[src/rtl/vga_pkg.sv]
// vga_pkg: shared FSM state type and nominal VGA timing / grid constants
package vga_pkg;
  typedef enum logic [1:0] {SEARCH, MEASURE, VERIFY, LOCKED} state_t;
  localparam int H_TOTAL = 800;
  localparam int V_TOTAL = 525;
  localparam int H_VIS   = 640;
  localparam int V_VIS   = 480;
  localparam int GRID_X0 = 211;
  localparam int GRID_X1 = 423;
  localparam int GRID_Y0 = 158;
  localparam int GRID_Y1 = 317;
endpackage

[src/rtl/vga_edge_det.sv]
// vga_edge_det: input register plus one-cycle history, giving rise/fall pulses
module vga_edge_det
  import vga_pkg::*;
#(
  parameter logic INIT = 1'b0
) (
  input  logic clk,
  input  logic rst_n,
  input  logic i_d,
  output logic o_q,
  output logic o_rise,
  output logic o_fall
);
  logic r_q, r_prev;
  // capture the pin and remember the previous captured value
  always_ff @(posedge clk or negedge rst_n)
    if (!rst_n) begin
      r_q    <= INIT;
      r_prev <= INIT;
    end else begin
      r_q    <= i_d;
      r_prev <= r_q;
    end
  assign o_q    = r_q;
  assign o_rise = r_q & ~r_prev;
  assign o_fall = ~r_q & r_prev;
endmodule

[src/rtl/vga_sync_decoder.sv]
// vga_sync_decoder: recovers x/y from a VGA sync/blank stream, measures timing and locks (grid marker under VGA_DECODER_GRID_EN)
module vga_sync_decoder
  import vga_pkg::*;
#(
  parameter int N           = 9,
  parameter int LOCK_FRAMES = 2
) (
  input  logic       clk,
  input  logic       rst_n,
  input  logic       vga_hsync_n,
  input  logic       vga_vsync_n,
  input  logic       vga_blank,
  output logic [N:0] x,
  output logic [N:0] y,
  output logic       active,
  output logic       frame_start,
  output logic [N:0] h_total,
  output logic [N:0] v_total,
  output logic       locked,
  output logic       sync_err,
  output logic       on_grid
);
  logic w_hs, w_hs_rise, w_line;
  logic w_vs, w_vs_rise, w_frame;
  logic w_bl, w_bl_rise, w_bl_fall;
  logic w_unused;
  logic [N:0] r_hcnt, r_hmeas, r_vcnt, r_x, r_y, r_htot, r_vtot;
  logic [N:0] w_hm, w_vm, w_x_nxt, w_y_nxt;
  logic r_act, r_fs, r_pend, r_err, w_pend, w_err, w_ld;
  logic [2:0] r_match, w_match_nxt;
  state_t r_state, w_nxt;

  vga_edge_det #(.INIT(1'b1)) u_hs (.clk(clk), .rst_n(rst_n), .i_d(vga_hsync_n), .o_q(w_hs), .o_rise(w_hs_rise), .o_fall(w_line));
  vga_edge_det #(.INIT(1'b1)) u_vs (.clk(clk), .rst_n(rst_n), .i_d(vga_vsync_n), .o_q(w_vs), .o_rise(w_vs_rise), .o_fall(w_frame));
  vga_edge_det #(.INIT(1'b0)) u_bl (.clk(clk), .rst_n(rst_n), .i_d(vga_blank), .o_q(w_bl), .o_rise(w_bl_rise), .o_fall(w_bl_fall));

  assign w_unused = &{1'b0, w_hs, w_hs_rise, w_vs, w_vs_rise};

  // line length as seen this cycle: a line event exposes the just-finished count
  assign w_hm = w_line ? r_hcnt : r_hmeas;
  // line count including a coincident line event, so the line latch wins
  assign w_vm = (w_line && !(&r_vcnt)) ? r_vcnt + 1'b1 : r_vcnt;
  assign w_x_nxt = w_bl_rise ? '0 : (w_bl ? r_x + 1'b1 : r_x);
  assign w_y_nxt = w_frame ? '0 : (w_bl_fall ? r_y + 1'b1 : r_y);
  assign w_pend = w_frame | r_pend;

  // saturating line/frame length counters
  always_ff @(posedge clk or negedge rst_n)
    if (!rst_n) begin
      r_hcnt  <= '0;
      r_hmeas <= '0;
      r_vcnt  <= '0;
    end else begin
      r_hcnt <= w_line ? (N+1)'(1) : (&r_hcnt ? r_hcnt : r_hcnt + 1'b1);
      if (w_line) r_hmeas <= r_hcnt;
      r_vcnt <= w_frame ? '0 : w_vm;
    end

  // visible coordinates, qualifier and first-pixel pulse
  always_ff @(posedge clk or negedge rst_n)
    if (!rst_n) begin
      r_x    <= '0;
      r_y    <= '0;
      r_act  <= 1'b0;
      r_fs   <= 1'b0;
      r_pend <= 1'b0;
    end else begin
      r_x    <= w_x_nxt;
      r_y    <= w_y_nxt;
      r_act  <= w_bl;
      r_fs   <= w_bl_rise & w_pend;
      r_pend <= w_pend & ~w_bl_rise;
    end

  // lock FSM next state: measure one frame, verify LOCK_FRAMES more, then watch every event
  always_comb begin
    w_nxt       = r_state;
    w_match_nxt = r_match;
    w_err       = 1'b0;
    w_ld        = 1'b0;
    case (r_state)
      SEARCH: if (w_frame) w_nxt = MEASURE;
      MEASURE:
        if (w_frame) begin
          w_ld        = 1'b1;
          w_match_nxt = '0;
          w_nxt       = VERIFY;
        end
      VERIFY:
        if (w_frame) begin
          if (w_hm == r_htot && w_vm == r_vtot) begin
            w_match_nxt = r_match + 3'd1;
            if (w_match_nxt == 3'(LOCK_FRAMES)) w_nxt = LOCKED;
          end else begin
            w_err = 1'b1;
            w_nxt = SEARCH;
          end
        end
      LOCKED:
        if ((w_line && w_hm != r_htot) || (w_frame && w_vm != r_vtot)) begin
          w_err = 1'b1;
          w_nxt = SEARCH;
        end
      default: w_nxt = SEARCH;
    endcase
  end

  // lock FSM state, match count, reference totals and error pulse
  always_ff @(posedge clk or negedge rst_n)
    if (!rst_n) begin
      r_state <= SEARCH;
      r_match <= '0;
      r_htot  <= '0;
      r_vtot  <= '0;
      r_err   <= 1'b0;
    end else begin
      r_state <= w_nxt;
      r_match <= w_match_nxt;
      if (w_ld) begin
        r_htot <= w_hm;
        r_vtot <= w_vm;
      end
      r_err <= w_err;
    end

`ifdef VGA_DECODER_GRID_EN
  logic r_grid;
  // board-line marker computed from next x/y so it lines up with them
  always_ff @(posedge clk or negedge rst_n)
    if (!rst_n) r_grid <= 1'b0;
    else r_grid <= w_bl && (w_x_nxt == (N+1)'(GRID_X0) || w_x_nxt == (N+1)'(GRID_X1) ||
                            w_y_nxt == (N+1)'(GRID_Y0) || w_y_nxt == (N+1)'(GRID_Y1));
  assign on_grid = r_grid;
`else
  assign on_grid = 1'b0;
`endif

  assign x           = r_x;
  assign y           = r_y;
  assign active      = r_act;
  assign frame_start = r_fs;
  assign h_total     = r_htot;
  assign v_total     = r_vtot;
  assign locked      = (r_state == LOCKED);
  assign sync_err    = r_err;
endmodule

[config.mk]
export PLATFORM = sky130hd
export DESIGN_NAME = vga_sync_decoder
export DESIGN_NICKNAME = d
export VERILOG_FILES = /design/src/rtl/vga_pkg.sv /design/src/rtl/vga_edge_det.sv /design/src/rtl/vga_sync_decoder.sv
export SDC_FILE = /design/constraint.sdc
export NUM_CORES = 1
export LEC_CHECK = 0
export ABC_CLOCK_PERIOD_IN_PS = 6200
export BUFFER_PORTS_ARGS = -buffer_cell sky130_fd_sc_hd__buf_4
export CAP_MARGIN = 0
export CORE_MARGIN = 4
export CORE_UTILIZATION = 43
export DETAILED_ROUTE_END_ITERATION = 8
export GPL_TIMING_DRIVEN = 1
export HOLD_SLACK_MARGIN = 0.03
export PLACE_DENSITY = 0.73
export SYNTH_ARGS = -nofsm -noshare
export SYNTH_HDL_FRONTEND = slang
export SYNTH_SLANG_ARGS = --single-unit
[constraint.sdc]
create_clock -name clk -period 6.2 [get_ports clk]
set_input_delay 0.62 -clock clk [delete_from_list [all_inputs] [get_ports clk]]
set_output_delay 0.62 -clock clk [all_outputs]
set_load 0.03 [all_outputs]
==> flow_summary.yaml <==
outcome:
  status: "complete, no violations"
floorplan:
  rows: 36
  start_util: 0.443
  core_mm2: 0.00982
  die_x_um: 109
  die_area_mm2: 0.0118
  die_height_um: 109
  ioPinCount: 50
placement:
  placed_area_mm2: 0.00478
  gp_congestion: 0.862
  dp_cells: 616
  port-buffer-count: 48
  place_hpwl_um: 6380
  place_ws_ns: 3.06
setup_path:
  crit_slowest_cell: "nand2b_1"
  critical_path.max_stage_delay_ns: 0.85
  worstPathCellList: "nand2b_1 > mux2i_1 > xnor2_1 > a2111oi_2 > nand4_2 > nor3_4 > a31oi_1 > nor4_1"
  r2r_cells: 8
  r2r-start: "u_hs.o_q"
  cp.required_ns: 6.45
  cp-start-kind: "register"
  r2r_setup_slack_ns: 3.02
  arrival_ns: 3.43
  critPathBufInv: 0
  worst-path-max-fanout: 24
  path_class: "reg2reg"
  end_kind: "register"
  r2r-end: "r_state[0]"
  cp_top_family: "simple AND/OR/NAND/NOR gates"
grt:
  overflow: 0
  grt_util_all_layers: 0.166
  grt_pass1_vias: 3209
  antenna_found_initial: 0
  grt_first_pass_wirelength_um: 15700
  grt_max_degree: 85
logic_synthesis:
  synth_warnings: 0
  syn_area_mm2: 0.00435
  synthDistinctLibCells: 69
  postSynthAreaPerCell_um2: 9.59
  ys_ff_latch: 84
  async_reset_ff_frac: 1.00
  synth_edf_count: 0
  yosysSeqAreaShare: 0.484
  synthFlopType: "dfrtp_1"
  synth_fp_nets: 465
  syn_inst: 454
route:
  drc: 0
  drtAntennaViolNets: 0
  firstDrtPassIters: 5
  via_per_inst: 5.38
  wirelength_um: 9110
  first_iter_violations: 231
  vias: 3401
  wl_per_cell_um: 14.4
timing:
  maxClockFrequency_mhz: 315
  report.final.slew_viol_count: 0
  setup_viol: 0
  fin_setup_tns_ns: 0
  fin_skew_ns: 0.00774
  rsz0062_at_grt: "no"
  worst_hold_slack_ns: 0.374
  fin_crit_ns: 3.18
  maxSlewHeadroom: 0.187
  finalWorstSetupSlack_ns: 3.02
  worstMarginPinSlew_ns: 1.22
  hold_viol_final: 0
  fin_crit_sh: 0.512
min_path:
  hp-class: "in2reg"
  hold_end: "u_vs.o_q"
  hold_depth: 1
  hp-start: "vga_vsync_n"
final_layout:
  final-seq-area_mm2: 0.00211
  n_antenna_cell: 0
  final_area_mm2: 0.00499
  fillers: 962
  layout.nets: 505
  multiInputGateArea_mm2: 0.00207
  drive_gt1_frac: 0.176
  area_growth_pct: 14.6
  layout.cells.non_filler: 632
clock_network:
  cts_buffer_depth: 2
  ctsResizeCount: 0
  cts-hold-fix-buffers: 0
  cts_sinks: 84
  htreeDepth: 3
  cts_buffers: 9
  path_clk_slew_ns: 0.08
  cts_tree: "yes"
  worstSkewPairLatency_ns: 0.35
  cts-root-buf: "clkbuf_8"
  post_cts.repair.setup_buffers: 0
power_and_ir_drop:
  powerDensity_mw_per_mm2: 311
  vdd_drop_max_uv: 146
  leakage_nw: 2.28
flow_run:
  maxCapViolCount: 0
## cell type report
class / count / share of cell area
flip-flops and latches: 84 / 0.423
multi-input cells: 331 / 0.415
inverters: 18 / 0.0136
clock inverters: 3 / 0.00878
repair buffers: 50 / 0.0753
clock buffers: 13 / 0.0319
well taps: 133 / 0.0334
## how the worst max path moves through the flow
stage	start	end	slack (ns)	cells past startpoint
final	u_hs.o_q	r_state[0]	3.02	8
after detailed placement	u_hs.o_q	r_state[0]	3.06	8
after global placement	u_hs.o_q	r_state[0]	3.14	8
after CTS	u_hs.o_q	r_state[0]	3.01	8
after global routing	u_hs.o_q	r_state[0]	2.65	8
after floorplan	r_vcnt[0]	r_state[0]	3.79	10
## through the flow
| stage | power (W) | util |
|---|---|---|
| global route | 0.00165 | 0.508 |
| global placement | 0.00115 | 0.487 |
| finish | 0.00155 | 0.508 |
| floorplan | 0.00102 | - |
| CTS | 0.00157 | 0.508 |
| detailed placement | 0.00116 | 0.487 |
## synth_stat cells (2+ instances only)
cell | instances | share of area
and3_1 | 4 | 0.0057
nand4_2 | 2 | 0.0057
nor2b_1 | 5 | 0.0072
buf_6 | 2 | 0.0052
a311oi_1 | 2 | 0.0040
xor2_1 | 25 | 0.050
nand4_1 | 9 | 0.013
a21oi_1 | 8 | 0.0092
buf_2 | 2 | 0.0023
o21ai_0 | 30 | 0.035
inv_1 | 17 | 0.015
a31oi_1 | 5 | 0.0072
and2_1 | 3 | 0.0043
nor2_1 | 50 | 0.043
a2bb2oi_1 | 2 | 0.0040
nand3b_1 | 3 | 0.0052
xnor2_1 | 16 | 0.032
nor4_1 | 3 | 0.0043
clkbuf_1 | 13 | 0.011
or3_1 | 5 | 0.0072
nand2b_1 | 5 | 0.0072
o31ai_1 | 6 | 0.010
nand3_1 | 17 | 0.020
buf_4 | 2 | 0.0034
ha_1 | 6 | 0.017
nor3_1 | 5 | 0.0057
dfstp_2 | 4 | 0.024
nand2_1 | 73 | 0.063
a41oi_1 | 2 | 0.0040
mux2i_1 | 7 | 0.016
o22ai_1 | 3 | 0.0043
a21o_1 | 2 | 0.0034
dfrtp_1 | 80 | 0.46
## cells by family (layout without fill, tap and decap cells)
group / after synthesis / count (layout) / synth area share
AND/OR/NAND/NOR: 199 / 199 / 0.229
flip-flops: 84 / 84 / 0.484
AO/OA/AOI/OAI: 75 / 75 / 0.119
XOR/XNOR: 42 / 42 / 0.0863
buffers and inverters: 39 / 84 / 0.0420
multiplexers: 8 / 8 / 0.0213
adder cells (fa/ha/maj): 6 / 6 / 0.0173
other: 1 / 1 / 0.000862
## sequential cells by signal, summed over array words and instances (netlist names)
| register | count |
|---|---|
| h_total | 10 |
| r_hcnt | 10 |
| r_hmeas | 10 |
| r_vcnt | 10 |
| v_total | 10 |
| x | 10 |
| y | 10 |
| r_match | 3 |
| r_state | 2 |
| frame_start | 1 |
| r_pend | 1 |
| sync_err | 1 |
| u_bl.o_q | 1 |
| u_bl.r_prev | 1 |
| u_hs.o_q | 1 |
| u_hs.r_prev | 1 |
| u_vs.o_q | 1 |
| u_vs.r_prev | 1 |
## where the power goes
group          internal [W]  total [W]  switching, W
logic              0.000176   0.000430      0.000254
registers          0.000617   0.000720      0.000103
clock network      0.000210   0.000400      0.000190
total               0.00100    0.00155      0.000547
## layer usage
metal / part of all wire / track usage / wire length [µm]
met3: 0.052 / 0.0412 / 475
met4: 0.012 / 0.0460 / 113
met5: 0 / 0 / 0
met2: 0.46 / 0.248 / 4150
met1: 0.48 / 0.240 / 4370
## placed cells by master (no fill, tap or decap), types with 3 or more instances in the layout
| master | instances |
|---|---|
| buf_4 | 50 |
| or3_1 | 5 |
| nand2_1 | 73 |
| clkbuf_8 | 11 |
| nand3b_1 | 3 |
| nand2b_1 | 5 |
| nor3_1 | 5 |
| mux2i_1 | 7 |
| o21ai_0 | 30 |
| dfstp_2 | 4 |
| o31ai_1 | 6 |
| nor4_1 | 3 |
| ha_1 | 6 |
| nand3_1 | 17 |
| nor2_1 | 50 |
| nor2b_1 | 3 |
| a21oi_1 | 8 |
| a31oi_1 | 5 |
| and3_1 | 4 |
| and2_1 | 3 |
| inv_1 | 17 |
| xnor2_1 | 16 |
| o22ai_1 | 3 |
| xor2_1 | 25 |
| nand4_1 | 9 |
| dfrtp_1 | 80 |
Power figures use the tool's default switching activity.
